==> config.mk <==
export PLATFORM = sky130hd
export DESIGN_NAME = alu_op_sequencer
export DESIGN_NICKNAME = d
export VERILOG_FILES = /design/src/rtl/alu_op_sequencer.sv
export SDC_FILE = /design/constraint.sdc
export NUM_CORES = 1
export LEC_CHECK = 0
export ABC_AREA = 1
export CAP_MARGIN = 10
export CORE_MARGIN = 2
export CORE_UTILIZATION = 34
export CTS_BUF_LIST = sky130_fd_sc_hd__clkbuf_16
export CTS_CLUSTER_DIAMETER = 120
export CTS_CLUSTER_SIZE = 28
export DETAILED_ROUTE_END_ITERATION = 16
export GPL_TIMING_DRIVEN = 0
export PLACE_DENSITY = 0.82
export SLEW_MARGIN = 40
export SYNTH_ARGS = -nofsm -noshare
export SYNTH_HDL_FRONTEND = slang
export SYNTH_SLANG_ARGS = --single-unit
==> constraint.sdc <==
create_clock -name clk -period 1.6 [get_ports clk]
set_clock_uncertainty 0.15 [all_clocks]
set_input_delay 0.16 -clock clk [delete_from_list [all_inputs] [get_ports clk]]
set_output_delay 0.16 -clock clk [all_outputs]
set_load 0.01 [all_outputs]
==> src/rtl/alu_op_sequencer.sv <==
// alu_op_sequencer: command-side sequencer for a 16-bit combinational bitwise
// unit. Accepts one op over cmd valid/ready, drives the registered operand
// bus, waits SETTLE cycles, captures the selected unit result and returns it
// over rsp valid/ready with zero/error flags.
// Optional build macro: ALU_SEQ_CHECK_EN enables an internal recompute of the
// selected op at capture time; a mismatch flags rsp_err and sets sticky
// chk_fail.
module alu_op_sequencer #(
  parameter int WIDTH  = 16,
  parameter int SETTLE = 1
) (
  input  logic             clk,
  input  logic             rst,
  input  logic             cmd_valid,
  output logic             cmd_ready,
  input  logic [2:0]       cmd_op,
  input  logic [WIDTH-1:0] cmd_a,
  input  logic [WIDTH-1:0] cmd_b,
  output logic [WIDTH-1:0] opnd_a,
  output logic [WIDTH-1:0] opnd_b,
  input  logic [WIDTH-1:0] res_and,
  input  logic [WIDTH-1:0] res_or,
  input  logic [WIDTH-1:0] res_nand,
  input  logic [WIDTH-1:0] res_nor,
  input  logic [WIDTH-1:0] res_xor,
  input  logic [WIDTH-1:0] res_xnor,
  output logic             rsp_valid,
  input  logic             rsp_ready,
  output logic [WIDTH-1:0] rsp_data,
  output logic             rsp_zero,
  output logic             rsp_err,
  output logic             busy,
  output logic             chk_fail
);

  typedef enum logic [1:0] {
    S_IDLE   = 2'd0,
    S_SETTLE = 2'd1,
    S_RESP   = 2'd2
  } state_t;

  // Counter preload: the last SETTLE cycle is the one where the count is 0.
  localparam logic [3:0] CNT_INIT = 4'(SETTLE - 1);

  state_t           r_state;
  state_t           w_state_next;
  logic [2:0]       r_op;
  logic [3:0]       r_cnt;
  logic [WIDTH-1:0] r_opnd_a;
  logic [WIDTH-1:0] r_opnd_b;
  logic [WIDTH-1:0] r_rsp_data;
  logic             r_rsp_zero;
  logic             r_rsp_err;
  logic             w_op_legal;
  logic             w_accept;
  logic             w_capture;
  logic             w_chk_mis;
  logic [WIDTH-1:0] w_sel;

  assign w_op_legal = (cmd_op <= 3'd5);
  assign w_accept   = cmd_valid & cmd_ready;

  // State register.
  always_ff @(posedge clk) begin
    if (rst) r_state <= S_IDLE;
    else     r_state <= w_state_next;
  end

  // Next-state and handshake control; a response handshake in RESP can take
  // a new command on the same edge, exactly as from IDLE.
  always_comb begin
    w_state_next = r_state;
    cmd_ready    = 1'b0;
    rsp_valid    = 1'b0;
    w_capture    = 1'b0;
    case (r_state)
      S_IDLE: begin
        cmd_ready = 1'b1;
        if (cmd_valid) w_state_next = w_op_legal ? S_SETTLE : S_RESP;
      end
      S_SETTLE: begin
        if (r_cnt == 4'd0) begin
          w_capture    = 1'b1;
          w_state_next = S_RESP;
        end
      end
      S_RESP: begin
        rsp_valid = 1'b1;
        cmd_ready = rsp_ready;
        if (rsp_ready) begin
          if (cmd_valid) w_state_next = w_op_legal ? S_SETTLE : S_RESP;
          else           w_state_next = S_IDLE;
        end
      end
      default: w_state_next = S_IDLE;
    endcase
  end

  // Select the unit output that matches the latched opcode.
  always_comb begin
    case (r_op)
      3'd0:    w_sel = res_and;
      3'd1:    w_sel = res_or;
      3'd2:    w_sel = res_nand;
      3'd3:    w_sel = res_nor;
      3'd4:    w_sel = res_xor;
      3'd5:    w_sel = res_xnor;
      default: w_sel = '0;
    endcase
  end

`ifdef ALU_SEQ_CHECK_EN
  logic [WIDTH-1:0] w_ref;
  logic             r_chk_fail;

  // Independent recompute of the selected op from the operand bus.
  always_comb begin
    case (r_op)
      3'd0:    w_ref = r_opnd_a & r_opnd_b;
      3'd1:    w_ref = r_opnd_a | r_opnd_b;
      3'd2:    w_ref = ~(r_opnd_a & r_opnd_b);
      3'd3:    w_ref = ~(r_opnd_a | r_opnd_b);
      3'd4:    w_ref = r_opnd_a ^ r_opnd_b;
      3'd5:    w_ref = ~(r_opnd_a ^ r_opnd_b);
      default: w_ref = '0;
    endcase
  end

  assign w_chk_mis = w_capture & (w_ref != w_sel);

  // Sticky check failure, cleared only by reset.
  always_ff @(posedge clk) begin
    if (rst)            r_chk_fail <= 1'b0;
    else if (w_chk_mis) r_chk_fail <= 1'b1;
  end

  assign chk_fail = r_chk_fail;
`else
  assign w_chk_mis = 1'b0;
  assign chk_fail  = 1'b0;
`endif

  // Operand bus, settle counter and response registers.
  always_ff @(posedge clk) begin
    if (rst) begin
      r_op       <= 3'd0;
      r_cnt      <= 4'd0;
      r_opnd_a   <= '0;
      r_opnd_b   <= '0;
      r_rsp_data <= '0;
      r_rsp_zero <= 1'b1;
      r_rsp_err  <= 1'b0;
    end else if (w_accept && w_op_legal) begin
      r_op     <= cmd_op;
      r_opnd_a <= cmd_a;
      r_opnd_b <= cmd_b;
      r_cnt    <= CNT_INIT;
    end else if (w_accept) begin
      // Illegal opcode: operand bus untouched, immediate error response.
      r_rsp_data <= '0;
      r_rsp_zero <= 1'b1;
      r_rsp_err  <= 1'b1;
    end else if (w_capture) begin
      r_rsp_data <= w_sel;
      r_rsp_zero <= (w_sel == '0);
      r_rsp_err  <= w_chk_mis;
    end else if (r_state == S_SETTLE) begin
      r_cnt <= r_cnt - 4'd1;
    end
  end

  assign opnd_a   = r_opnd_a;
  assign opnd_b   = r_opnd_b;
  assign rsp_data = r_rsp_data;
  assign rsp_zero = r_rsp_zero;
  assign rsp_err  = r_rsp_err;
  assign busy     = (r_state != S_IDLE);

endmodule

==> flow_summary_export.csv <==
group,metric,value,unit
timing,tightest_slew,0.554,ns
outcome,violations,"setup timing",
clocking,insertion_delay,0.33,ns
grt,grt_max_degree,11,
timing,rsz0062_at_grt,"yes",
place,place_area,5170,sq um
cells_and_area,instances_no_fill,837,
timing,final_hold_viol_count,0,
power,pwr-share-clk,0.389,
setup_path,crit_arrival,1.91,ns
synthesis,synth_seq_cells,59,
synthesis,synth_area_per_cell,6.40,sq um
grt,grt.total_usage,0.266,
grt,grt_pass1_wl,21100,um
power,intPower,3.71,mW
synthesis,syn-num-nets,632,
cells_and_area,fill_cells,770,
setup_path,rr_startpoint,"r_op[0]",
setup_path,rrSetupSlack,-0.19,ns
cells_and_area,finalInstanceArea,6010,sq um
clocking,cts.path.max_buffers,2,
power,p_sw,1.46,mW
synthesis,ys_seq_area_frac,0.372,
grt,grt-ovfl-total,0,
detailed_routing,vias,4349,
clocking,clkSinkCount,59,
setup_path,r2r_cells,12,
clocking,clock-root-buffer,"clkbuf_16",
detailed_routing,drtIter0Drc,241,
cells_and_area,multi_input_area,1850,sq um
cells_and_area,drive_above_1_share,0.172,
power,leakagePower,2.54,nW
power,p_seq_frac,0.312,
cells_and_area,antennaDiodeCount,0,
timing,relSlewSlack,0.631,
timing,fin_crit_sh,1.12,
setup_path,start_kind,"flip-flop",
detailed_routing,drc_errors,0,
power,p_comb_frac,0.300,
outcome,status,"finished, violations left",
setup_path,cp_max_fo,7,
clocking,holdBufCountCts,0,
die,die_height,101,um
timing,final-setup-viol-count,4,
clocking,cts_buffers,9,
detailed_routing,wl_per_cell,16.6,um
grt,grt_pass1_vias,4493,
setup_path,end_kind,"flip-flop",
timing,slew_violations,0,
detailed_routing,firstDrtPassIters,5,
die,core_area,9150,sq um
cells_and_area,syn2layout_area_growth,89.3,%
power,power.density,861,nW/um^2
synthesis,synthDistinctLibCells,23,
place,gp_congestion,0.925,
power,ir_drop,0.647,mV
clocking,cts_tree,"built",
detailed_routing,viasPerCell,5.20,
setup_path,crit_type,"flip-flop to flip-flop",
setup_path,timing.rr.end,"rsp_zero",
die,dieArea,10100,sq um
place,dp_hpwl,10100,um
hold_path,hold_class,"primary input to flip-flop",
power,power.total,5.17,mW
place,portBuffers,186,
die,start_util,0.347,
timing,finalCriticalPeriod,1.79,ns
power,p_sw_frac,0.283,
die,die_x,101,um
hold_path,worstHoldPathCells,2,
detailed_routing,ant_nets,0,
cells_and_area,regArea,1190,sq um
hold_path,worstHoldStart,"rst",
timing,final.setup.worst_slack,-0.190,ns
synthesis,synthCells,496,
hold_path,min_to,"r_op[1]",
synthesis,yosys_warnings,0,
clocking,cts.clk_slew.worst_paths,0.05,ns
setup_path,required,1.72,ns
die,rows,35,
cells_and_area,fin_nets,857,
grt,antenna_found_initial,0,
synthesis,syn-cell-area,3170,sq um
clocking,cts_max_level,3,
place,place_inst,793,
timing,fmax,0.559,GHz
detailed_routing,wl,13900,um
die,num_io_pins,189,
run,drv_cap,0,
[worst max path at each step]
stage,startpoint,to,slack [ns],cells past startpoint
4_1_cts,r_op[0],rsp_zero,-0.09,12
2_1_floorplan,r_cnt[0],rsp_data[10],0.03,8
5_1_grt,r_op[0],rsp_zero,-0.24,11
6_report,r_op[0],rsp_zero,-0.19,12
3_5_place_dp,rsp_ready,rsp_data[14],-0.44,9
3_3_place_gp,rsp_ready,rsp_data[14],-0.42,9
[metrics by stage]
step / setup WS [ns] / util / setup TNS [ns] / hold WS (ns)
5_1_grt: -0.236 / 0.656 / -0.904 / 0.124
3_3_place_gp: -0.417 / 0.565 / -12.90 / 0.295
2_1_floorplan: 0.0251 / - / 0 / 0.174
4_1_cts: -0.0873 / 0.633 / -0.0873 / 0.0983
3_5_place_dp: -0.443 / 0.565 / -14.74 / 0.304
6_report: -0.190 / 0.656 / -0.357 / 0.0978
[layout by cell type, fill, tap and decap left out, types with 11 or more instances in the layout]
cell type,count
clkdlybuf4s50_1,183
nand2_1,127
nand3_1,62
a21oi_1,53
dfxtp_1,53
nor2_1,32
buf_4,31
nand4_1,30
inv_1,28
buf_6,11
[flip-flops by register name, indices dropped and copies added, names as in the netlist]
name / count
opnd_a: 16
opnd_b: 16
rsp_data: 16
r_cnt: 4
r_op: 3
r_state: 2
rsp_err: 1
rsp_zero: 1
[kinds of logic (layout without fill, tap and decap cells)]
family,after synthesis,in the layout,share of synthesized area
DFF,59,59,0.372
buffers and inverters,74,304,0.106
adders and majority gates,1,1,0.00394
other,1,1,0.00118
AOI/OAI and AO/OA,79,79,0.127
and+or+nand+nor,282,282,0.390
[power groups by stage]
stage	clock network, mW	registers, mW	logic, mW
3_3_place_gp	0	1.63	1.26
2_1_floorplan	0	1.67	0.547
5_1_grt	2.09	1.62	1.67
4_1_cts	2.03	1.61	1.43
6_report	2.01	1.61	1.55
3_5_place_dp	0	1.63	1.28
[cell type report]
class,count,area share
sequential,59,0.198
buffer,34,0.0454
clock inverter,7,0.0140
tap,111,0.0231
clock buffer,9,0.0375
multi-input combinational,363,0.309
timing repair buffer,214,0.344
inverter,40,0.0292
[critical path, stage by stage, from the launching register on]
cell	delay, ns
dfxtp_2	0.33
buf_6	0.14
inv_6	0.05
nand3_4	0.08
inv_4	0.05
buf_6	0.13
nand2_2	0.06
nand4_1	0.18
nor2_1	0.17
nand2_1	0.08
nor2_1	0.15
nand3_1	0.11
nand2_1	0.07
[synth_stat cells]
cell type | n | area (sq um)
o21ai_0 | 14 | 70.1
a211oi_1 | 2 | 15.0
a21oi_1 | 62 | 310
dfxtp_1 | 59 | 1180
nand3_1 | 65 | 325
buf_6 | 2 | 22.5
inv_2 | 6 | 22.5
nand2_1 | 139 | 522
nand3_2 | 2 | 20.0
and3_1 | 1 | 6.26
nor3_1 | 1 | 5.00
conb_1 | 1 | 3.75
buf_4 | 8 | 60.1
buf_1 | 1 | 3.75
o21a_1 | 1 | 7.51
clkbuf_1 | 12 | 45.0
buf_2 | 11 | 55.1
nor2_1 | 42 | 158
nand2_2 | 1 | 6.26
inv_1 | 34 | 128
nor2_2 | 1 | 6.26
ha_1 | 1 | 12.5
nand4_1 | 30 | 188
[per-layer routing]
metal  part of all wire  track usage
met3               0.11       0.0964
met4              0.024        0.101
met1               0.37        0.271
met5                  0            0
met2               0.50        0.492
[timing repair]
action / 4_1_cts / 5_1_grt
resized for setup: 63 / 57
gates cloned: 1 / 0
buffers inserted: 19 / 8
pin swaps: 18 / 12
setup endpoints to repair: 45 / 53
Note: power is estimated with default switching activity, not from simulation.
